<file path="config.mk">
export PLATFORM = sky130hd
export DESIGN_NAME = chip_test_ctrl
export DESIGN_NICKNAME = d
export VERILOG_FILES = /design/src/rtl/chip_test_pkg.sv /design/src/rtl/button_debounce.sv /design/src/rtl/chip_test_ctrl.sv
export SDC_FILE = /design/constraint.sdc
export NUM_CORES = 1
export LEC_CHECK = 0
export ABC_CLOCK_PERIOD_IN_PS = 4360
export BUFFER_PORTS_ARGS = -buffer_cell sky130_fd_sc_hd__buf_4
export CAP_MARGIN = 20
export CORE_MARGIN = 1.5
export CORE_UTILIZATION = 60
export CTS_BUF_LIST = sky130_fd_sc_hd__clkbuf_8
export DETAILED_ROUTE_END_ITERATION = 8
export PLACE_DENSITY = 0.82
export SYNTH_ARGS = -nofsm -noshare
export SYNTH_HDL_FRONTEND = slang
export SYNTH_HIERARCHICAL = 1
export SYNTH_SLANG_ARGS = --single-unit
</file>
<file path="constraint.sdc">
create_clock -name Clk -period 4.36 [get_ports Clk]
set_input_delay 0 -clock Clk [delete_from_list [all_inputs] [get_ports Clk]]
set_output_delay 0 -clock Clk [all_outputs]
set_load 0.02 [all_outputs]
</file>
<file path="src/rtl/chip_test_pkg.sv">
// Shared types and default timing constants for the chip test sequencer.
package chip_test_pkg;

  typedef enum logic [2:0] {
    IDLE,
    LAUNCH,
    WAIT_DONE,
    ACK,
    SHOW
  } state_e;

  localparam int DEBOUNCE_CYCLES_DEF = 16;
  localparam int TIMEOUT_CYCLES_DEF  = 1024;

endpackage

</file>
<file path="src/rtl/button_debounce.sv">
// Front-panel button conditioner: 2-flop synchroniser, saturating run-length
// counter and a single press pulse per accepted press.
module button_debounce
  import chip_test_pkg::*;
#(
  parameter int DEBOUNCE_CYCLES = DEBOUNCE_CYCLES_DEF
) (
  input  logic Clk,
  input  logic Reset,
  input  logic btn_raw,
  output logic press
);

  localparam int CNT_W = $clog2(DEBOUNCE_CYCLES + 1);
  localparam logic [CNT_W-1:0] CNT_MAX = CNT_W'(DEBOUNCE_CYCLES);

  logic [1:0]       sync_q, sync_d;
  logic [CNT_W-1:0] cnt_q, cnt_d;
  logic             press_q, press_d;

  always_comb begin
    sync_d  = {sync_q[0], btn_raw};
    cnt_d   = '0;
    press_d = 1'b0;
    if (sync_q[1]) begin
      // Saturation keeps a held button from producing a second pulse.
      cnt_d   = (cnt_q == CNT_MAX) ? cnt_q : cnt_q + CNT_W'(1);
      press_d = (cnt_q == CNT_MAX - CNT_W'(1));
    end
  end

  always_ff @(posedge Clk) begin
    if (Reset) begin
      sync_q  <= '0;
      cnt_q   <= '0;
      press_q <= 1'b0;
    end else begin
      sync_q  <= sync_d;
      cnt_q   <= cnt_d;
      press_q <= press_d;
    end
  end

  assign press = press_q;

endmodule

</file>
<file path="src/rtl/chip_test_ctrl.sv">
// Sequencer that launches the selected chip tester, waits for its Done and
// holds a Pass / Fail / Timeout verdict for the display.
//
// state     | meaning
// IDLE      | after reset, waiting for a press
// LAUNCH    | Run pulse to the latched tester, timeout counter cleared
// WAIT_DONE | counting towards timeout, watching the latched tester's Done
// ACK       | DISP_RSLT to the tester, verdict loaded from captured RSLT
// SHOW      | verdict held, a new press restarts
module chip_test_ctrl
  import chip_test_pkg::*;
#(
  parameter int NUM_CHIPS       = 4,
  parameter int SEL_W           = 2,
  parameter int DEBOUNCE_CYCLES = DEBOUNCE_CYCLES_DEF,
  parameter int TIMEOUT_CYCLES  = TIMEOUT_CYCLES_DEF
) (
  input  logic                 Clk,
  input  logic                 Reset,
  input  logic                 Start,
  input  logic [SEL_W-1:0]     ChipSel,
  input  logic [NUM_CHIPS-1:0] Done_vec,
  input  logic [NUM_CHIPS-1:0] RSLT_vec,
  output logic [NUM_CHIPS-1:0] Run_vec,
  output logic                 DISP_RSLT,
  output logic                 Busy,
  output logic                 Pass,
  output logic                 Fail,
  output logic                 Timeout,
  output logic [SEL_W-1:0]     ActiveSel
);

  localparam int TO_W = $clog2(TIMEOUT_CYCLES + 1);
  localparam logic [TO_W-1:0]  TO_LAST     = TO_W'(TIMEOUT_CYCLES - 1);
  localparam logic [SEL_W:0]   NUM_CHIPS_L = (SEL_W + 1)'(NUM_CHIPS);

  state_e          state_q, state_d;
  logic [SEL_W-1:0] sel_q, sel_d;
  logic [TO_W-1:0]  to_cnt_q, to_cnt_d;
  logic             rslt_q, rslt_d;
  logic             pass_q, pass_d;
  logic             fail_q, fail_d;
  logic             tmo_q, tmo_d;
  logic             press;
  logic             sel_in_range;

  button_debounce #(
    .DEBOUNCE_CYCLES(DEBOUNCE_CYCLES)
  ) u_start_db (
    .Clk    (Clk),
    .Reset  (Reset),
    .btn_raw(Start),
    .press  (press)
  );

  assign sel_in_range = ({1'b0, ChipSel} < NUM_CHIPS_L);

  always_comb begin
    state_d  = state_q;
    sel_d    = sel_q;
    to_cnt_d = to_cnt_q;
    rslt_d   = rslt_q;
    pass_d   = pass_q;
    fail_d   = fail_q;
    tmo_d    = tmo_q;
    case (state_q)
      IDLE, SHOW: begin
        if (press) begin
          sel_d  = ChipSel;
          pass_d = 1'b0;
          fail_d = 1'b0;
          tmo_d  = 1'b0;
          if (sel_in_range) begin
            state_d = LAUNCH;
          end else begin
            state_d = SHOW;
            fail_d  = 1'b1;
          end
        end
      end
      LAUNCH: begin
        to_cnt_d = '0;
        state_d  = WAIT_DONE;
      end
      WAIT_DONE: begin
        to_cnt_d = to_cnt_q + TO_W'(1);
        // Done is checked first so it wins on the terminal-count cycle.
        if (Done_vec[sel_q]) begin
          rslt_d  = RSLT_vec[sel_q];
          state_d = ACK;
        end else if (to_cnt_q == TO_LAST) begin
          tmo_d   = 1'b1;
          state_d = SHOW;
        end
      end
      ACK: begin
        pass_d  = rslt_q;
        fail_d  = ~rslt_q;
        state_d = SHOW;
      end
      default: state_d = IDLE;
    endcase
  end

  always_ff @(posedge Clk) begin
    if (Reset) begin
      state_q  <= IDLE;
      sel_q    <= '0;
      to_cnt_q <= '0;
      rslt_q   <= 1'b0;
      pass_q   <= 1'b0;
      fail_q   <= 1'b0;
      tmo_q    <= 1'b0;
    end else begin
      state_q  <= state_d;
      sel_q    <= sel_d;
      to_cnt_q <= to_cnt_d;
      rslt_q   <= rslt_d;
      pass_q   <= pass_d;
      fail_q   <= fail_d;
      tmo_q    <= tmo_d;
    end
  end

  // Handshake outputs decode straight from the state so reset drops them at once.
  always_comb begin
    Run_vec = '0;
    if (state_q == LAUNCH) Run_vec[sel_q] = 1'b1;
  end

  assign DISP_RSLT = (state_q == ACK);
  assign Busy      = (state_q == LAUNCH) || (state_q == WAIT_DONE) || (state_q == ACK);
  assign Pass      = pass_q;
  assign Fail      = fail_q;
  assign Timeout   = tmo_q;
  assign ActiveSel = sel_q;

endmodule
</file>
## After elaboration in Yosys (flattened, before gate mapping)

Cells that the tools add are included.

- Register bits after elaboration: 28
- Input bits: 13
- Output and inout bits: 11
- Logic and storage cells: 59

- Add/subtract/negate cells: 2
- Magnitude comparators: 2
- Eq/ne operators: 11
- Multiplexer cells: 18
- Bitwise gates (word level): 2
- Reductions and logical operators: 14

Operators with widths:

| cell | number |
|---|---|
| $pmux 11 s2 | 1 |
| $pmux 3 s4 | 1 |
| $add 11x1->11 const B | 1 |
| $eq 11x10->1 const B | 1 |
| $mux 3 | 3 |
| $reduce_and 2->1 | 4 |
| $eq 3x2->1 const B | 2 |
| $mux 1 | 6 |
| $pmux 1 s2 | 3 |
| $reduce_bool 2->1 | 3 |
| $add 5x1->5 const B | 1 |
| $eq 5x4->1 const B | 1 |
| $eq 5x5->1 const B | 1 |
| $bmux 1 s2 | 2 |
| $mux 4 | 1 |
| $ne 2x2->1 const B | 2 |
| $reduce_and 4->1 | 1 |
| $reduce_or 2->1 | 2 |
| $eq 3x1->1 const B | 1 |
| $eq 3x3->1 const B | 1 |
| $logic_not 3->1 | 1 |
| $lt 2x3->1 const B | 1 |
| $ne 3x3->1 const B | 1 |
| $demux 1 s2 | 1 |
| 5 further kinds | 7 |

## Depth between registers and ports, before layout

- Word-level depth: 5
- Mapped depth: 6
- Mapped depth without buffers: 5

## Cells and area by module

Netlist, hierarchy kept.

Modules (own cells, without submodules):

| module | instances | cells an instance | area an instance (um^2) | sequential area each (um^2) |
|---|---|---|---|---|
| chip_test_ctrl | 1 | 122 | 1054.8 | 400.4 |
| button_debounce | 1 | 35 | 366.6 | 160.2 |

## Worst setup path after synthesis

Ideal clock, no wire load.

- Kind: reg2reg
- Start point: reg sel_q[0] (netlist: ActiveSel[0])
- End point: reg state_q[2]
- Library setup time: 71 ps
- Data arrival time: 1853 ps
- Required time: 4289 ps
- Setup slack: 2436 ps
- Cell stages (with the launch flop): 6
- Buffers on the path: 1
- Clock period less this slack: 1924 ps
- Path through: dfxtp_1 -> buf_6 -> mux4_2 -> nor2b_4 -> or4b_1 -> a21oi_1

- Word-level cells in the longest chain between the ends: 4
- Elaborated cells between the ends (all ways): 6
- Classes of those cells: eq/ne: 1; mux: 4; reduce/logical: 1

RTL lines:

| element | line | source |
|---|---|---|
| start, declared | chip_test_ctrl.sv:38 | `logic [SEL_W-1:0] sel_q, sel_d;` |
| start signal, assigned | chip_test_ctrl.sv:116 | `sel_q <= sel_d;` |
| $bmux 1 s2 * | chip_test_ctrl.sv:88 | `if (Done_vec[sel_q]) begin` |
| $mux 1 (implied by the code) * | chip_test_ctrl.sv:88 |  |
| $mux 3 / $ne 3x3->1 (equally long branches) | n/a |  |
| $pmux 3 s4 / $reduce_and 2->1 (equally long branches) | n/a |  |
| end signal, assigned | chip_test_ctrl.sv:115 | `state_q <= state_d;` |
| end, declared | chip_test_ctrl.sv:37 | `state_e state_q, state_d;` |

Every way passes the cells marked *; elsewhere a longest branch is shown, timed or not. The select of a mux whose other input is x is not followed.
A chain may end at the register's enable or synchronous reset.

## Worst setup path in the final report

Same ends and word-level chain as after synthesis.

==> key figures <==
Place
  – DP Area: 1594 um^2
  – RePlAce Congestion: 0.7242
  – Post-DP HPWL: 2.133 mm
  – Number of I/O port buffers: 23

Finish
  – Commonest non-fill, non-tap cell in the layout: dfxtp_1
  – Diode count: 0
  – Nets: 199
  – Area Growth Syn to Fin: 18.13%
  – Share of cells above drive strength 1: 19.34%
  – Finished layout cell area: 1679 um^2
  – Commonest non-fill, non-tap cells in the layout: dfxtp_1 (28), buf_4 (24), a21oi_1 (17)

Worst setup path
  – CP bufs+invs: 0
  – Slowest stage delay, CP: 0.63 ns
  – Crit path capture type: register
  – CP Launch Type: register
  – CP required: 4.57 ns
  – CP cell instances: mux4_2, nor2b_4, or4b_1, a21oi_1
  – Worst path top cell family by delay: multiplexers
  – Setup Crit Path Kind: register to register
  – Crit-path max FO: 8
  – Critical Path Slowest Stage Cell: mux4_2
  – Arrival time at the worst endpoint: 2.17 ns

Routing
  – Vias post-DR: 1218
  – Avg Vias per Cell: 5.828
  – WL per Instance: 14.23 um
  – 1st-iter DRT viols: 21
  – Number of iterations in the first detailed-routing pass: 4
  – WL final: 2.974 mm
  – DRC errors left: 0
  – DRT antenna net count: 0

Logic synthesis
  – Largest family of logic cells by synthesized area: simple AND/OR/NAND/NOR gates
  – Avg Inst Size Synth: 9.053 um^2
  – Mux cell area share after synthesis: 6.954%
  – Top_reg_cell synth: dfxtp_1
  – Simple-gate share of the synthesized area: 31.87%
  – Synth Area in XOR/XNOR: 0.6162%
  – Synthesized cell area: 1421 um^2
  – Yosys warnings: 6
  – Post-synth EDFFs: 0
  – Syn nets: 174
  – Synthesized flop and latch total: 28
  – Syn Inst Count: 157
  – Post-synthesis adder-cell area fraction: 3.521%
  – Post-synthesis async set-or-reset flop share: 0%
  – Compound-Gate Fraction of Synth Area: 12.76%
  – Synth unique cells: 42
  – Sequential area share after synthesis: 39.44%

Global route
  – GR Overflow Total: 0
  – Pin count of the biggest net entering global routing: 28
  – First-pass GRT wire length: 4.843 mm
  – GRT Total Usage: 23.75%
  – Vias in the first global route: 1182
  – Antenna violations before repair: 0

Clocking
  – Post-cts gate resize count: 0
  – CTS tree: built
  – Register clock-pin slew on the reported worst setup and hold paths: 0.09 ns
  – Postcts setup bufs: 0
  – CTS buffer count: 3
  – Clk Latency, worst-skew pair: 0.27 ns
  – Root buffer cell: clkbuf_8
  – Clock sinks: 28
  – H-tree depth: 1
  – CTS Buffer Depth: 2

STA
  – Tcrit/Tclk final: 44.97%
  – Final Critical Period: 1.961 ns
  – Slew @ Worst Pin: 0.6918 ns
  – # setup viols final: 0
  – RSZ-0062 raised after global routing: no
  – Layout Skew: 0.002371 ns
  – Final hold vios: 0
  – Fmax: 510.0 MHz
  – Max Slew Vio Count: 0
  – Max-slew headroom at the worst pin: 53.78%
  – Setup total negative slack: 0 ns

Power
  – Sequential Power Share: 58.9%
  – P_leak: 0.6497 nW
  – Switching Fraction: 20.13%
  – Worst vdd ir: 0.2365 mV
  – Internal: 0.3495 mW
  – Clock share of power: 36.7%
  – Psw: 0.08808 mW
  – Combinational share of power: 4.5%
  – Power density over cell area: 260.6 nW/um^2

Floorplanning
  – Die ar.: 2670 um^2
  – # IOs: 24
  – Core area: 2233 um^2
  – Die Y-Extent: 51.67 um
  – Die width: 51.67 um
  – Initial core utilization: 63.64%
  – Site row count: 17

Job
  – MaxCap Viol Count: 0

Status
  – Status: complete, no violations

Min path
  – Min-delay worst type: input pin to register
[cell usage after synthesis, types with 2 or more instances]
library cell	count	area, um^2
or2_2	2	12.51
o21ai_0	3	15.01
nand3_1	5	25.02
a22oi_1	3	22.52
a21oi_1	17	85.08
nand4_1	2	12.51
inv_1	7	26.28
nor2b_1	4	25.02
clkbuf_1	4	15.01
nand2_1	6	22.52
or4_1	2	15.01
o211ai_1	2	15.01
nor3b_1	5	37.54
nor3_1	4	20.02
and4_1	2	17.52
nand3b_1	5	37.54
or3b_1	2	17.52
and3_1	4	25.02
ha_1	4	50.05
buf_6	2	22.52
mux2i_1	5	50.05
dfxtp_1	28	560.5
or3_1	2	12.51
nand2b_1	3	18.77
nor2_1	16	60.06
o311ai_0	2	17.52
[layer usage]
metal,vias to the layer above,track usage (%),wire (um)
met2,17,42.31,1543
li1,619,-,-
met4,0,8.333,16
met5,-,0,0
met1,580,29.56,1347
met3,2,2.586,66
[cell families (layout without fill, tap and decap cells)]
kind of cell	after synthesis	after routing
mux	7	7
simple gates	73	73
flops	28	28
xor+xnor	1	1
buf+inv	14	38
fa+ha+maj	4	4
compound gates	30	30
[path summary, 6_finish.rpt]
| path | from | slack, ns | endpoint | depth (start not counted) |
|---|---|---|---|---|
| max | ActiveSel[0] | 2.40 | state_q[2] | 4 |
| min | Reset | 0.08 | to_cnt_q[1] | 2 |
| max reg2reg | ActiveSel[0] | 2.40 | state_q[2] | 4 |
| min reg2reg | u_start_db/sync_q[0] | 0.47 | u_start_db/sync_q[1] | 1 |
[what timing repair did]
| action | in CTS | in global routing |
|---|---|---|
| hold buffers | 3 | 0 |
| endpoints found under the setup margin | 0 | 0 |
| endpoints found under the hold margin | 3 | 0 |
[flip-flops by register name (all words and copies together) (netlist names)]
name and flops:
Fail 1, u_start_db/cnt_q 5, Pass 1, to_cnt_q 11, state_q 3, Timeout 1, u_start_db/press 1, u_start_db/sync_q 2
ActiveSel 2, rslt_q 1
[area by class of cell]
type                            count  area [um^2]
Clock buffer                        4        55.05
Inverter                            7        26.28
Multi-Input combinational cell    115        792.0
Fill cell                         157        554.3
Timing Repair Buffer               27        210.2
Tap cell                           28        35.03
Sequential cell                    28        560.5
[power groups by stage]
stage | Clock, mW | Sequential, mW | Combinational (mW)
after floorplan | 0 | 0.263 | 0.00716
after global placement | 0 | 0.263 | 0.0165
after detailed placement | 0 | 0.264 | 0.0173
after CTS | 0.164 | 0.258 | 0.0195
after global routing | 0.172 | 0.258 | 0.0208
final | 0.160 | 0.258 | 0.0195
[through the flow]
step                      hold WS, ns  setup slack (ns)  power (mW)  cells  util, %
after floorplan               0.07161             2.436      0.2704    157        -
after global placement         0.2211             2.497      0.2800    202    71.37
after detailed placement       0.2653             2.428      0.2810    202    71.37
after CTS                     0.07694             2.403      0.4416    209    75.18
after global routing          0.08825             2.312      0.4507    209    75.18
final                         0.08282             2.399      0.4376    209    75.18
Power figures use the tool's default switching activity.
